**src/rtl/cam_color_pkg.sv**
```systemverilog
// cam_color_pkg: colour codes and RGB565 field positions for the colour classifier
package cam_color_pkg;
    localparam logic [2:0] COLOR_NONE  = 3'b000;
    localparam logic [2:0] COLOR_RED   = 3'b100;
    localparam logic [2:0] COLOR_GREEN = 3'b010;
    localparam logic [2:0] COLOR_BLUE  = 3'b001;
    localparam int R_MSB = 15;
    localparam int R_LSB = 11;
    localparam int G_MSB = 10;
    localparam int G_LSB = 6;
    localparam int B_MSB = 4;
    localparam int B_LSB = 0;
endpackage

```
**src/rtl/cam_pixel_classify.sv**
```systemverilog
// cam_pixel_classify: one-hot {red,green,blue} dominance test of an RGB565 pixel
module cam_pixel_classify
    import cam_color_pkg::*;
#(
    parameter int DOM_MARGIN = 4
)(
    input  logic [15:0] i_pix,
    output logic [2:0]  o_class
);
    logic [5:0] w_r, w_g, w_b, w_m;
    logic       w_unused;
    // green is reduced to its top 5 bits so all channels share one scale
    assign w_r = {1'b0, i_pix[R_MSB:R_LSB]};
    assign w_g = {1'b0, i_pix[G_MSB:G_LSB]};
    assign w_b = {1'b0, i_pix[B_MSB:B_LSB]};
    assign w_m = 6'(DOM_MARGIN);
    assign w_unused = i_pix[G_LSB-1];
    assign o_class = {w_r >= w_g + w_m && w_r >= w_b + w_m,
                      w_g >= w_r + w_m && w_g >= w_b + w_m,
                      w_b >= w_r + w_m && w_b >= w_g + w_m};
endmodule

```
**src/rtl/cam_color_classifier.sv**
```systemverilog
// cam_color_classifier: xclk generation, OV7670 pixel capture and per-frame dominant colour
module cam_color_classifier
    import cam_color_pkg::*;
#(
    parameter int XCLK_DIV   = 2,
    parameter int DOM_MARGIN = 4,
    parameter int MIN_PIXELS = 64,
    parameter int CNT_W      = 20
)(
    input  logic       clk,
    input  logic       reset,
    input  logic [7:0] camera_data,
    input  logic       pclk,
    input  logic       href,
    input  logic       vsync,
    output logic [2:0] color_code,
    output logic       xclk
);
    localparam int DIV_W = $clog2(XCLK_DIV + 1);
    logic [DIV_W-1:0] r_div;
    logic             r_xclk;
    logic [1:0]       r_pclk_s, r_href_s, r_vsync_s;
    logic [7:0]       r_data_s1, r_data_s2, r_hi;
    logic             r_pclk_prev, r_vsync_prev, r_phase, r_pix_vld;
    logic [15:0]      r_pix;
    logic [CNT_W-1:0] r_cnt_r, r_cnt_g, r_cnt_b;
    logic [2:0]       r_code, w_class, w_decision;
    logic             w_div_end, w_pclk_rise, w_vsync_rise;

    assign w_div_end    = r_div == DIV_W'(XCLK_DIV - 1);
    assign w_pclk_rise  = r_pclk_s[1] & ~r_pclk_prev;
    assign w_vsync_rise = r_vsync_s[1] & ~r_vsync_prev;
    assign color_code   = r_code;
    assign xclk         = r_xclk;

    cam_pixel_classify #(.DOM_MARGIN(DOM_MARGIN)) u_classify (
        .i_pix   (r_pix),
        .o_class (w_class)
    );

    // winner must reach the minimum and strictly beat both other classes
    always_comb begin
        w_decision = (r_cnt_r >= CNT_W'(MIN_PIXELS) && r_cnt_r > r_cnt_g && r_cnt_r > r_cnt_b) ? COLOR_RED :
                     (r_cnt_g >= CNT_W'(MIN_PIXELS) && r_cnt_g > r_cnt_r && r_cnt_g > r_cnt_b) ? COLOR_GREEN :
                     (r_cnt_b >= CNT_W'(MIN_PIXELS) && r_cnt_b > r_cnt_r && r_cnt_b > r_cnt_g) ? COLOR_BLUE :
                     COLOR_NONE;
    end

    always_ff @(posedge clk) begin
        if (reset) begin
            r_div        <= '0;
            r_xclk       <= 1'b0;
            r_pclk_s     <= '0;
            r_href_s     <= '0;
            r_vsync_s    <= '0;
            r_data_s1    <= '0;
            r_data_s2    <= '0;
            r_pclk_prev  <= 1'b0;
            r_vsync_prev <= 1'b0;
            r_phase      <= 1'b0;
            r_hi         <= '0;
            r_pix        <= '0;
            r_pix_vld    <= 1'b0;
            r_cnt_r      <= '0;
            r_cnt_g      <= '0;
            r_cnt_b      <= '0;
            r_code       <= COLOR_NONE;
        end else begin
            r_div        <= w_div_end ? '0 : r_div + 1'b1;
            r_xclk       <= w_div_end ? ~r_xclk : r_xclk;
            r_pclk_s     <= {r_pclk_s[0], pclk};
            r_href_s     <= {r_href_s[0], href};
            r_vsync_s    <= {r_vsync_s[0], vsync};
            r_data_s1    <= camera_data;
            r_data_s2    <= r_data_s1;
            r_pclk_prev  <= r_pclk_s[1];
            r_vsync_prev <= r_vsync_s[1];
            // line end or blanking realigns the byte phase, dropping any odd byte
            if (!r_href_s[1] || r_vsync_s[1]) begin
                r_phase <= 1'b0;
            end else if (w_pclk_rise) begin
                r_phase <= ~r_phase;
                if (r_phase) r_pix <= {r_hi, r_data_s2};
                else r_hi <= r_data_s2;
            end
            r_pix_vld <= w_pclk_rise & r_href_s[1] & ~r_vsync_s[1] & r_phase;
            // frame end wins over a pending pixel so nothing leaks into the next frame
            if (w_vsync_rise) begin
                r_code  <= w_decision;
                r_cnt_r <= '0;
                r_cnt_g <= '0;
                r_cnt_b <= '0;
            end else if (r_pix_vld) begin
                r_cnt_r <= r_cnt_r + CNT_W'(w_class[2] && ~&r_cnt_r);
                r_cnt_g <= r_cnt_g + CNT_W'(w_class[1] && ~&r_cnt_g);
                r_cnt_b <= r_cnt_b + CNT_W'(w_class[0] && ~&r_cnt_b);
            end
        end
    end
endmodule

```
**config.mk**
```make
export PLATFORM = sky130hd
export DESIGN_NAME = cam_color_classifier
export DESIGN_NICKNAME = d
export VERILOG_FILES = /design/src/rtl/cam_color_pkg.sv /design/src/rtl/cam_pixel_classify.sv /design/src/rtl/cam_color_classifier.sv
export SDC_FILE = /design/constraint.sdc
export NUM_CORES = 1
export LEC_CHECK = 0
export CORE_MARGIN = 2
export CORE_UTILIZATION = 56
export DETAILED_ROUTE_END_ITERATION = 10
export PLACE_DENSITY = 0.76
export RECOVER_POWER = 100
export SLEW_MARGIN = 5
export SYNTH_ARGS = -nofsm -noshare
export SYNTH_HDL_FRONTEND = slang
export SYNTH_SLANG_ARGS = --single-unit
export TNS_END_PERCENT = 50
```
**constraint.sdc**
```tcl
create_clock -name clk -period 2.8 [get_ports clk]
set_clock_uncertainty 0.05 [all_clocks]
set_input_delay 0.28 -clock clk [delete_from_list [all_inputs] [get_ports clk]]
set_output_delay 0.28 -clock clk [all_outputs]
set_load 0.005 [all_outputs]
```
Word level (Yosys, flattened, before mapping)
Cells that the tools add are included.

operators by class
  add/sub/neg operators = 7
  $mul = 0
  div/mod/pow operators = 0
  $lt $le $gt $ge = 15
  equal/unequal tests = 1
  shift-type cells = 0
  muxes and demuxes = 3
  bitwise gates (word level) = 11
  reductions and logical operators = 25

operators by type and width
  cell                                                                                   count
  20-bit > comparator                                                                    6
  20-bit by 1-bit adder with 20-bit output                                               3
  20-bit by 7-bit greater-or-equal comparator with 1-bit output (second input constant)  3
  20-bit AND reduction                                                                   3
  5-bit by 6-bit greater-or-equal comparator with 1-bit output                           6
  5-bit by 3-bit adder with 6-bit output (second input constant)                         3
  1-bit logical AND                                                                      12
  1-bit inverter                                                                         6
  3-bit AND reduction                                                                    2
  2-bit OR reduction                                                                     3
  1-bit bitwise AND                                                                      5
  1-bit logical NOT                                                                      4
  3-bit two-way mux                                                                      1
  2-bit by 1-bit adder with 2-bit output (second input constant)                         1
  2-bit by 1-bit equality test with 1-bit output (second input constant)                 1
  2-bit two-way mux                                                                      1
  1-bit logical OR                                                                       1
  1-bit two-way mux                                                                      1

word-level totals
  register bits after elaboration = 116
  latch bits = 0
  memory bits (writable) = 0
  memory bits (read-only) = 0
  input port bits = 13
  output and inout port bits = 4
  memories = 0

Depth between registers and ports, before layout
  depth after elaboration = 6
  depth in mapped cells = 15
  mapped depth without buffers = 14

Cells and area by module
A second synthesis with hierarchy kept.

second synthesis, totals
  cell total of the unflattened synthesis = 745
  area total of the unflattened synthesis = 6672.6 um^2

modules (own cells, without submodules)
  module                instances  cells an instance  area an instance (um^2)  seq. area each (um^2)
  cam_color_classifier  1          665                6037.0                   2322.2
  cam_pixel_classify    1          80                 635.6                    0.0

Least setup slack after synthesis
No wires, ideal clock.

  path kind = register -> register
  start point = reg r_pix[2]
  end point = reg r_cnt_r[14]
  library setup time = 0.071 ns
  arrival time = 2.622 ns
  required time = 2.679 ns
  path slack = 0.058 ns
  cell stages (with the launch flop) = 14
  path buffers = 1
  cells stage by stage = dfxtp_1 > ha_1 > xnor2_1 > a21oi_1 > nor2_1 > o21ai_1 > a211oi_1 > ha_1 > ha_1 > nand4_1 > or2_1 > clkbuf_1 > or3_1 > a21oi_1

between the ends
  cells in the longest elaborated chain, start to end = 5

ends and longest elaborated chain
  element                                                       RTL line                    RTL
  from (decl)                                                   cam_color_classifier.sv:25  logic [15:0] r_pix;
  from (signal assigned)                                        cam_color_classifier.sv:83  if (r_phase) r_pix <= {r_hi, r_data_s2};
  5-bit by 3-bit adder with 6-bit output                        cam_pixel_classify.sv:18    assign o_class = {w_r >= w_g + w_m && w_r >= w_b + w_m,
  5-bit by 6-bit greater-or-equal comparator with 1-bit output  cam_pixel_classify.sv:18
  1-bit logical AND                                             cam_pixel_classify.sv:18
  1-bit logical AND                                             cam_color_classifier.sv:94  r_cnt_r <= r_cnt_r + CNT_W'(w_class[2] && ~&r_cnt_r);
  20-bit by 1-bit adder with 20-bit output                      cam_color_classifier.sv:94
  to (signal assigned)                                          cam_color_classifier.sv:94
  to (decl)                                                     cam_color_classifier.sv:26  logic [CNT_W-1:0] r_cnt_r, r_cnt_g, r_cnt_b;

Every way passes these cells.
A chain may end at the register's enable or synchronous reset.

Worst setup path after layout
  start point = reg r_pix[2]
  end point = reg r_cnt_g[6]

between the ends
  cells in the longest elaborated chain, start to end = 5

ends and longest elaborated chain
  element                                                       RTL line                    RTL
  5-bit by 3-bit adder with 6-bit output                        cam_pixel_classify.sv:19    w_g >= w_r + w_m && w_g >= w_b + w_m,
  5-bit by 6-bit greater-or-equal comparator with 1-bit output  cam_pixel_classify.sv:19
  1-bit logical AND                                             cam_pixel_classify.sv:19
  1-bit logical AND                                             cam_color_classifier.sv:95  r_cnt_g <= r_cnt_g + CNT_W'(w_class[1] && ~&r_cnt_g);
  20-bit by 1-bit adder with 20-bit output                      cam_color_classifier.sv:95
  to (signal assigned)                                          cam_color_classifier.sv:95
  to (decl)                                                     cam_color_classifier.sv:26

Every way passes these cells.

==> run summary <==
Clock Pin Slew Worst Setup and Hold Paths -> 0.06 ns
Max Cap Viol -> 1
Drt drc -> 0
Setup Viol. Count Final -> 0
Rel. slew slack -> -43.4%
Initial antenna violation count -> 0
Critical path arrival -> 2.99 ns
Dpl hpwl -> 12,000 um
Slew Limit Fails -> 55
CTS tree -> built
Most frequent cells after synthesis -> 115 x dfxtp_1, 94 x nor2_1, 85 x ha_1
Ys Warns -> 0
Area grow syn2layout -> 23.5%
Die span in y -> 112 um
Tcrit/Tclk final -> 98.3%
Post-DR wirelength/cell -> 17.4 um
Register Area -> 0.00231 mm^2
CP max stage cell -> dfxtp_2
Sequential area share after synthesis -> 35.0%
GRT met1 Usage -> 30.5%
Met3 global-route usage -> 5.29%
Htree depth -> 4
Worst Setup Path Type -> flop to flop
Top-count cell post-synth -> dfxtp_1
Die area -> 0.0126 mm^2
Layout fillers -> 838
Vias -> 5,699
Min-delay src -> reset
Critical R2R Launch -> r_pix[2]$_SDFFE_PP0P_
Clk_lat worst skew -> 0.43 ns
Gr ovfl total -> 0
PD cells -> 483 mW/mm^2
CTS Buffer Depth -> 2
Outcome -> finished with violations
Synth async-reset ratio -> 0%
Fin cells -> 976
Crit path launch type -> flop
RSZ-0062 raised after global routing -> true
Synth cell types -> 60
Syn Std Cell Area -> 0.00658 mm^2
Met2 Use GR -> 47.9%
Min Tclk post-route -> 2.75 ns
Routability Congestion -> 0.944
CP bufs+invs -> 2
Worst hold path class -> input pin to flop
CTS sink cnt -> 115
Pin count of the biggest net entering global routing -> 55
Failing checks -> capacitance limit, slew limit
Dpl cell area -> 0.00722 mm^2
Core Rows -> 39
Largest cells by area after synthesis -> dfxtp_1 35%, ha_1 16%, xnor2_1 5.5%
Number of synthesized flops with an enable pin -> 0
Cells after DPL -> 940
Total Routed Length -> 17,000 um
Final Cell Area -> 0.00812 mm^2
Endpoints failing hold -> 0
VDD IR max -> 0.584 mV
Multi-input logic area -> 0.00424 mm^2
CTS buffer count -> 17
First drt pass iteration count -> 7
Initial Util -> 57.6%
Root Buffer -> clkbuf_16
N_diodes -> 0
Syn Area/Cell -> 8.78 um^2
Post-cts hold buffer count -> 0
Routed Antenna Nets -> 0
Cell taking the most area after synthesis -> dfxtp_1
Core area -> 0.0114 mm^2
NumNets Final -> 918
CP cell instances -> ha_1 > xnor2_2 > buf_4 > a21oi_1 > o31a_1 > nor3_2 > ha_2 > ha_2 > nand2_4 > nor2_4 > buf_4 > nand2_1 > xnor2_1 > nor2_1
Post-synth top area share -> 35.0%
First-pass GRT wire length -> 27,500 um
Top delay family on crit path -> adder cells
Initial DRC count -> 392
Total Routing Usage GR -> 27.1%
Worst-Margin Slew -> 2.15 ns
DIE WIDTH -> 112 um
Top FF cell, synth -> dfxtp_1
Fmax -> 363 MHz
Mapped Cells -> 749
Layout cells sized above 1 -> 18.8%
Vias in the first global route -> 5,865
Crit path largest cell delay -> 0.35 ns
Port buffer count -> 16
Via density -> 5.84
Leakage -> 3.37 nW
Synthesis-stage register bit count -> 115
Crit-path max FO -> 5
GR peak layer -> met2
Ports -> 17
Synth Net Count -> 847
Worst setup path start -> r_pix[2]$_SDFFE_PP0P_
Critical path data required time -> 3.04 ns
Setup crit end kind -> flop
==> cells by family (layout without fill, tap and decap cells) <==
logic type                 after synthesis  after routing  share of synthesized area (%)
muxes                                   29             29                           4.41
and+or+nand+nor                        293            293                           23.2
xor gates and xnor gates                55             55                           7.33
DFF                                    115            115                           35.0
buffers and inverters                   80            164                           4.87
adders and majority gates               85             85                           16.2
AOI/OAI and AO/OA                       92             92                           9.04
==> final cells by class <==
type                    instances  share of cell area, %
multi-input cells             554                   52.3
flip-flops and latches        115                   28.4
repair buffers                 75                   7.32
clock buffers                  18                   5.29
inverters                      57                   2.64
well taps                     143                   2.20
clock inverters                14                   1.88
==> cells in the final DEF, fill, tap and decap left out, drive strengths merged, types with 3 or more instances in the layout <==
master	instances
a21o	10
a21oi	37
a22oi	3
and3	4
and4	8
buf	59
clkbuf	19
clkdlybuf4s50	11
clkinv	4
clkinvlp	4
dfxtp	115
dlygate4sd3	4
ha	85
inv	61
mux2i	29
nand2	38
nand2b	11
nand3	23
nand4	29
nor2	95
nor2b	27
nor3	20
nor4	19
o211ai	3
o21ai	16
or3	7
or4	3
xnor2	41
xor2	14
==> power by group <==
group / total [mW] / leakage [nW] / switching, mW / internal, mW
logic: 0.0856 / 2.16 / 0.0462 / 0.0394
clock network: 2.17 / 0.274 / 0.851 / 1.32
registers: 1.67 / 0.933 / 0.0106 / 1.66
==> worst min-delay path, stage by stage <==
cell      delay, ns
buf_2          0.09
nand2b_2       0.33
a21oi_2        0.06
==> flip-flops by register name (all words and copies together), names as in the netlist <==
register      cells
r_cnt_b          20
r_cnt_g          20
r_cnt_r          20
r_pix            15
r_data_s1         8
r_data_s2         8
r_hi              8
color_code        3
r_div             2
r_href_s          2
r_pclk_s          2
r_vsync_s         2
r_pclk_prev       1
r_phase           1
r_pix_vld         1
r_vsync_prev      1
xclk              1
==> final timing paths <==
| path | slack, ns | cells after the start | to |
|---|---|---|---|
| min | 0.34 | 3 | r_cnt_r[14]$_SDFFE_PP0P_ |
| min reg2reg | 0.38 | 1 | r_div[0]$_SDFF_PP0_ |
| max reg2reg | 0.05 | 14 | r_cnt_g[6]$_SDFFE_PP0P_ |
| max | 0.05 | 14 | r_cnt_g[6]$_SDFFE_PP0P_ |
==> timing repair <==
action | in CTS | in global routing
endpoints found under the setup margin | 17 | 37
pin swaps | 5 | 18
setup buffers | 1 | 3
gates resized for setup | 12 | 53
==> per-layer routing <==
layer | routed length, um | share of wire [%]
met1 | 6920 | 41
met2 | 8700 | 51
met5 | 0 | 0
met4 | 770 | 4.5
met3 | 637 | 3.7
==> metrics by stage <==
step / power, mW / setup TNS (ns) / hold WS [ns] / worst slack, ns / utilization [%]
floorplan: 1.76 / 0 / 0.354 / 0.0579 / -
global placement: 1.79 / -0.0273 / 0.362 / -0.0273 / 63.3
detailed placement: 1.79 / -0.464 / 0.378 / -0.0805 / 63.3
CTS: 3.94 / -0.0897 / 0.307 / -0.0384 / 68.9
global route: 4.03 / -0.645 / 0.344 / -0.0729 / 71.1
finish: 3.92 / 0 / 0.336 / 0.0479 / 71.1
(Power assumes the default switching activity.)
==> RTL change 1, RTL diff (config.mk and constraints unchanged) <==
Change the parameter `XCLK_DIV` from 2 to 1.
--- a/src/rtl/cam_color_classifier.sv
+++ b/src/rtl/cam_color_classifier.sv
@@ -2,7 +2,7 @@
 module cam_color_classifier
     import cam_color_pkg::*;
 #(
-    parameter int XCLK_DIV   = 2,
+    parameter int XCLK_DIV   = 1,
     parameter int DOM_MARGIN = 4,
     parameter int MIN_PIXELS = 64,
     parameter int CNT_W      = 20
Formal check against the unedited RTL: not equivalent (Yosys sat finds a counterexample within 4 cycles, from zero or initial values and one cycle with reset high).
==> RTL change 1 against the original RTL <==
The run ends with capacitance limit, setup timing left. Cell count up 2.7%. Wire length rose by 2.3%. Area after synthesis shrank 0.97%. Worst hold slack lost 0.056 ns. Cell area rose by 4.1%. Synthesized cell count decreased by 0.40%. Sequential cell count fell by 1. Sequential share of layout area fell by 1.3 points. Fmax is 9.5% lower. First-iteration DRC count shrank 12%. Total power is 3.8% higher. Setup slack worse by 0.29 ns.
==> RTL change 1: results <==
[finish]
diodes = 0
stdcell_count = 1002
drive_gt1_frac = 0.210
finalNetCount = 944
reg.largest.list = r_cnt_b (20), r_cnt_g (20), r_cnt_r (20)

[logic_synthesis]
synthTopCellsByCount = dfxtp_1 (114), nor2_1 (92), ha_1 (84), inv_1 (60), xnor2_1 (46)
syn_nets = 843
ys_seq_area_frac = 0.350
yosysUniqueCellTypes = 58
synthTopCellsByArea = dfxtp_1 (35%), ha_1 (16%), xnor2_1 (6.2%)
syn_area_per_cell_sq_um = 8.73
async_flop_share = 0
ys_warn_count = 0

[placed_design]
port_buffers = 16
gp_congestion = 0.910
placedCellCount = 962
dpl_cell_area_sq_um = 7410
hpwl_um = 12400

[timing]
relSlewSlack = 0.00303
setup_slack_ns = -0.240
setup_viol = 33
finalSetupTns_ns = -3.46

[routing]
dr.first_iter.drc_count = 346
dr.pass1.iters = 7
wl_per_cell_um = 17.4
dr_total_vias = 5838

[global_route]
grt_use_total = 0.281
grt_first_pass_wirelength_um = 28000
grt_max_degree = 39
grt_pass1_vias = 5891

[worst_setup_path]
worstPathMaxFanout = 7
cp_slowest_cell = or2_4
crit_family = adder cells
crit_arrival_ns = 3.34

[clock_tree]
cts_inserted_buffers = 17
worst_setup_hold_path_clk_slew_ns = 0.05
cts_buffer_depth = 2
clock_latency_ns = 0.42
cts.sinks = 114

[outcome]
failed_checks = capacitance limit, setup timing
outcome = complete, but fails checks

[power]
ir_worst_vdd_mv = 0.527
p_leak_uw = 0.00356

[hold_path]
hp-class = in -> reg

[flow_run]
drv_cap = 1
RTL change 1: cell types whose count changed after synthesis, moves of 3 or more:
cell	unedited run	this run
a221oi_1	2	6
a21o_1	10	7
and4_1	7	4
xnor2_1	41	46
o21ai_1	5	0
inv_1	53	60
or3_1	7	10
nand2_1	37	42
nand4_1	29	23
inv_2	4	0
o21ai_0	11	15
xor2_1	14	4
RTL change 1: repair_timing:
action,4_1_cts,5_1_grt
gates resized for setup,37,32
endpoints found under the setup margin,45,38
cloned,0,0
setup buffers,8,2
hold buffers,0,0
pin swaps,29,25
RTL change 1: cells by family after synthesis:
kind of cell / count (synthesis) / share of synthesized area
adder cells (fa/ha/maj): 85 / 0.163
multiplexers: 29 / 0.0446
AO/OA/AOI/OAI: 93 / 0.0913
AND/OR/NAND/NOR: 294 / 0.236
XOR/XNOR: 50 / 0.0673
other: 1 / 0.000576
flip-flops: 114 / 0.350
buffers and inverters: 80 / 0.0471
RTL change 1: metal layers:
layer | GRT usage | share of wire
met5 | 0 | 0
met2 | 0.513 | 0.52
met1 | 0.297 | 0.38
met3 | 0.0631 | 0.046
met4 | 0.161 | 0.050
RTL change 1: final cells by class:
class / count / area [sq um]
inverters: 60 / 228
well taps: 143 / 179
clock buffers: 21 / 450
fillers: 797 / 2920
repair buffers: 102 / 818
multi-input cells: 552 / 4300
flip-flops and latches: 114 / 2290
clock inverters: 10 / 183
RTL change 1: final timing paths:
check / from / to / slack [ns] / depth (start not counted)
setup / recovery: r_pix[0] / r_cnt_g[14] / -0.24 / 13
hold / removal: reset / r_vsync_s[1] / 0.28 / 2
setup reg to reg: r_pix[0] / r_cnt_g[14] / -0.24 / 13
hold reg to reg: r_data_s1[0] / r_data_s2[0] / 0.38 / 1
RTL change 1: metrics by stage:
stage               total power, uW  setup WS (ns)  utilization
floorplan                      1720         -0.181            -
global placement               1750         -0.262        0.652
detailed placement             1750         -0.387        0.652
CTS                            4090         -0.164        0.728
global route                   4180         -0.358        0.743
finish                         4070         -0.240        0.743
RTL change 1: worst reg2reg max path: stages, from the launching register on:
cell       delay [ns]
dfxtp_2          0.33
inv_2            0.05
ha_4             0.25
nand2b_4         0.10
a21o_1           0.13
a21oi_2          0.06
maj3_2           0.31
a2111oi_4        0.30
ha_2             0.27
ha_4             0.13
nand4_1          0.15
or2_4            0.36
or3_1            0.34
a21oi_1          0.12
RTL change 1: power breakdown:
part,switching [uW],internal (uW)
combinational,38.8,28.9
sequential,7.64,1640
clock,768,1590
total,815,3260
==> RTL change 2, RTL diff (same flow settings) <==
Made on the original files. Add an input register stage for `camera_data`, `href` and `vsync`, with the module's reset; this delays them by one clock.
--- a/src/rtl/cam_color_classifier.sv
+++ b/src/rtl/cam_color_classifier.sv
@@ -17,6 +17,23 @@
     output logic       xclk
 );
     localparam int DIV_W = $clog2(XCLK_DIV + 1);
+
+    logic [7:0] camera_data_q;
+    logic href_q;
+    logic vsync_q;
+
+    always_ff @(posedge clk) begin
+        if (reset) begin
+            camera_data_q <= '0;
+            href_q        <= '0;
+            vsync_q       <= '0;
+        end else begin
+            camera_data_q <= camera_data;
+            href_q        <= href;
+            vsync_q       <= vsync;
+        end
+    end
+
     logic [DIV_W-1:0] r_div;
     logic             r_xclk;
     logic [1:0]       r_pclk_s, r_href_s, r_vsync_s;
@@ -69,9 +86,9 @@
             r_div        <= w_div_end ? '0 : r_div + 1'b1;
             r_xclk       <= w_div_end ? ~r_xclk : r_xclk;
             r_pclk_s     <= {r_pclk_s[0], pclk};
-            r_href_s     <= {r_href_s[0], href};
-            r_vsync_s    <= {r_vsync_s[0], vsync};
-            r_data_s1    <= camera_data;
+            r_href_s     <= {r_href_s[0], href_q};
+            r_vsync_s    <= {r_vsync_s[0], vsync_q};
+            r_data_s1    <= camera_data_q;
             r_data_s2    <= r_data_s1;
             r_pclk_prev  <= r_pclk_s[1];
             r_vsync_prev <= r_vsync_s[1];
Function: same outputs for any inputs over 10 cycles, from zero or initial values and one cycle with reset high; that may be too few to reach the edited logic, so the function may still have changed.
==> RTL change 2 against the original RTL <==
The run ends with setup timing left. Area after synthesis up 1.7%. Cell area is 4.2% higher. Total power rose by 2.3%. Setup slack worse by 0.25 ns. Wire length rose by 0.97%. Global-route usage up 0.80 points. Sequential cell count is 10 higher. Via count rose by 4.1%. Critical path type unchanged. Critical endpoint is now r_cnt_g[19].
==> RTL change 2: results <==
[power]
clk-power_uw = 2110
seqPwrFrac = 0.452
p_leak_uw = 0.00360
p_per_area_nw_per_um2 = 474
p_switching_uw = 992
ir_worst_vdd_mv = 0.532

[clock_tree]
cts_inserted_buffers = 17
cts_post_setup_buffers_inserted = 2
cts_root_buffer = clkbuf_16
cts_max_level = 4
cts_resized = 42

[hold_path]
worstHoldEndpoint = href_q
min_from = href
whs_path_depth = 2

[worst_setup_path]
cp_slowest_cell = a2111oi_4
crit_arrival_ns = 3.32
critPathLaunch = r_pix[0]
reg2reg_from = r_pix[0]
worstPathMaxFanout = 5
crit_path_end = r_cnt_g[19]
r2r_cells = 12
crit_family = simple AND/OR/NAND/NOR gates

[timing]
setup_slack_ns = -0.203
relSlewSlack = 0.192
holdWs_ns = 0.341
setup_viol = 33
finalSetupTns_ns = -3.37

[global_route]
grt_max_degree = 64
grt_use_total = 0.279
met1_usage = 0.363
grt-busiest-layer = met2
grt_pass1_vias = 5830
use_met2 = 0.442
grt_use_met3 = 0.0670
grt_first_pass_wirelength_um = 28200

[logic_synthesis]
ys_seq_area_frac = 0.374
synth_compound_area_frac = 0.0917
syn_nets = 862
muxShareOfSynthArea = 0.0434
yosys.area_share.xor_xnor = 0.0655
syn_area_per_cell_sq_um = 8.75
synthTopCellsByArea = dfxtp_1 (37%), ha_1 (16%), nor2_1 (5.4%)
synthTopCellsByCount = dfxtp_1 (125), nor2_1 (96), ha_1 (85), inv_1 (57), a21oi_1 (45)
yosysUniqueCellTypes = 47
synth_fa_ha_area_frac = 0.161

[finish]
stdcell_count = 1012
finalNetCount = 954
fill_cells = 811
drive_gt1_frac = 0.194

[routing]
dr.first_iter.drc_count = 415
dr_total_vias = 5934
postRouteWirelength_um = 17200
dr.pass1.iters = 5

[placed_design]
placedCellCount = 974
pre_cts_ws_ns = -0.474
hpwl_um = 12200
dpl_cell_area_sq_um = 7500
gp_congestion = 0.961

[outcome]
failed_checks = setup timing
outcome = complete, but fails checks
==> RTL change 2: changes by cell type in the layout (fill, tap and decap cells not counted), moves of 5 or more <==
| cell | unedited run | this run |
|---|---|---|
| inv_2 | 7 | 2 |
| buf_4 | 58 | 66 |
| nor2b_1 | 27 | 37 |
| and4_1 | 7 | 2 |
| nor3_2 | 12 | 5 |
| o21ai_0 | 7 | 20 |
| inv_1 | 50 | 55 |
| a21oi_1 | 34 | 41 |
| dfxtp_1 | 112 | 120 |
| buf_6 | 0 | 6 |
==> RTL change 2: layer usage <==
metal	wire length, um	up-vias
met3	1160	57
met2	8000	221
met1	7450	2809
met5	0	-
li1	-	2847
met4	591	0
==> RTL change 2: final cells by class <==
class / count / area, sq um / area share
Clock buffer: 17 / 425 / 0.0503
Clock inverter: 15 / 144 / 0.0170
Inverter: 57 / 214 / 0.0253
Multi-Input combinational cell: 565 / 4270 / 0.504
Sequential cell: 125 / 2510 / 0.296
Tap cell: 143 / 179 / 0.0211
Timing Repair Buffer: 90 / 726 / 0.0858
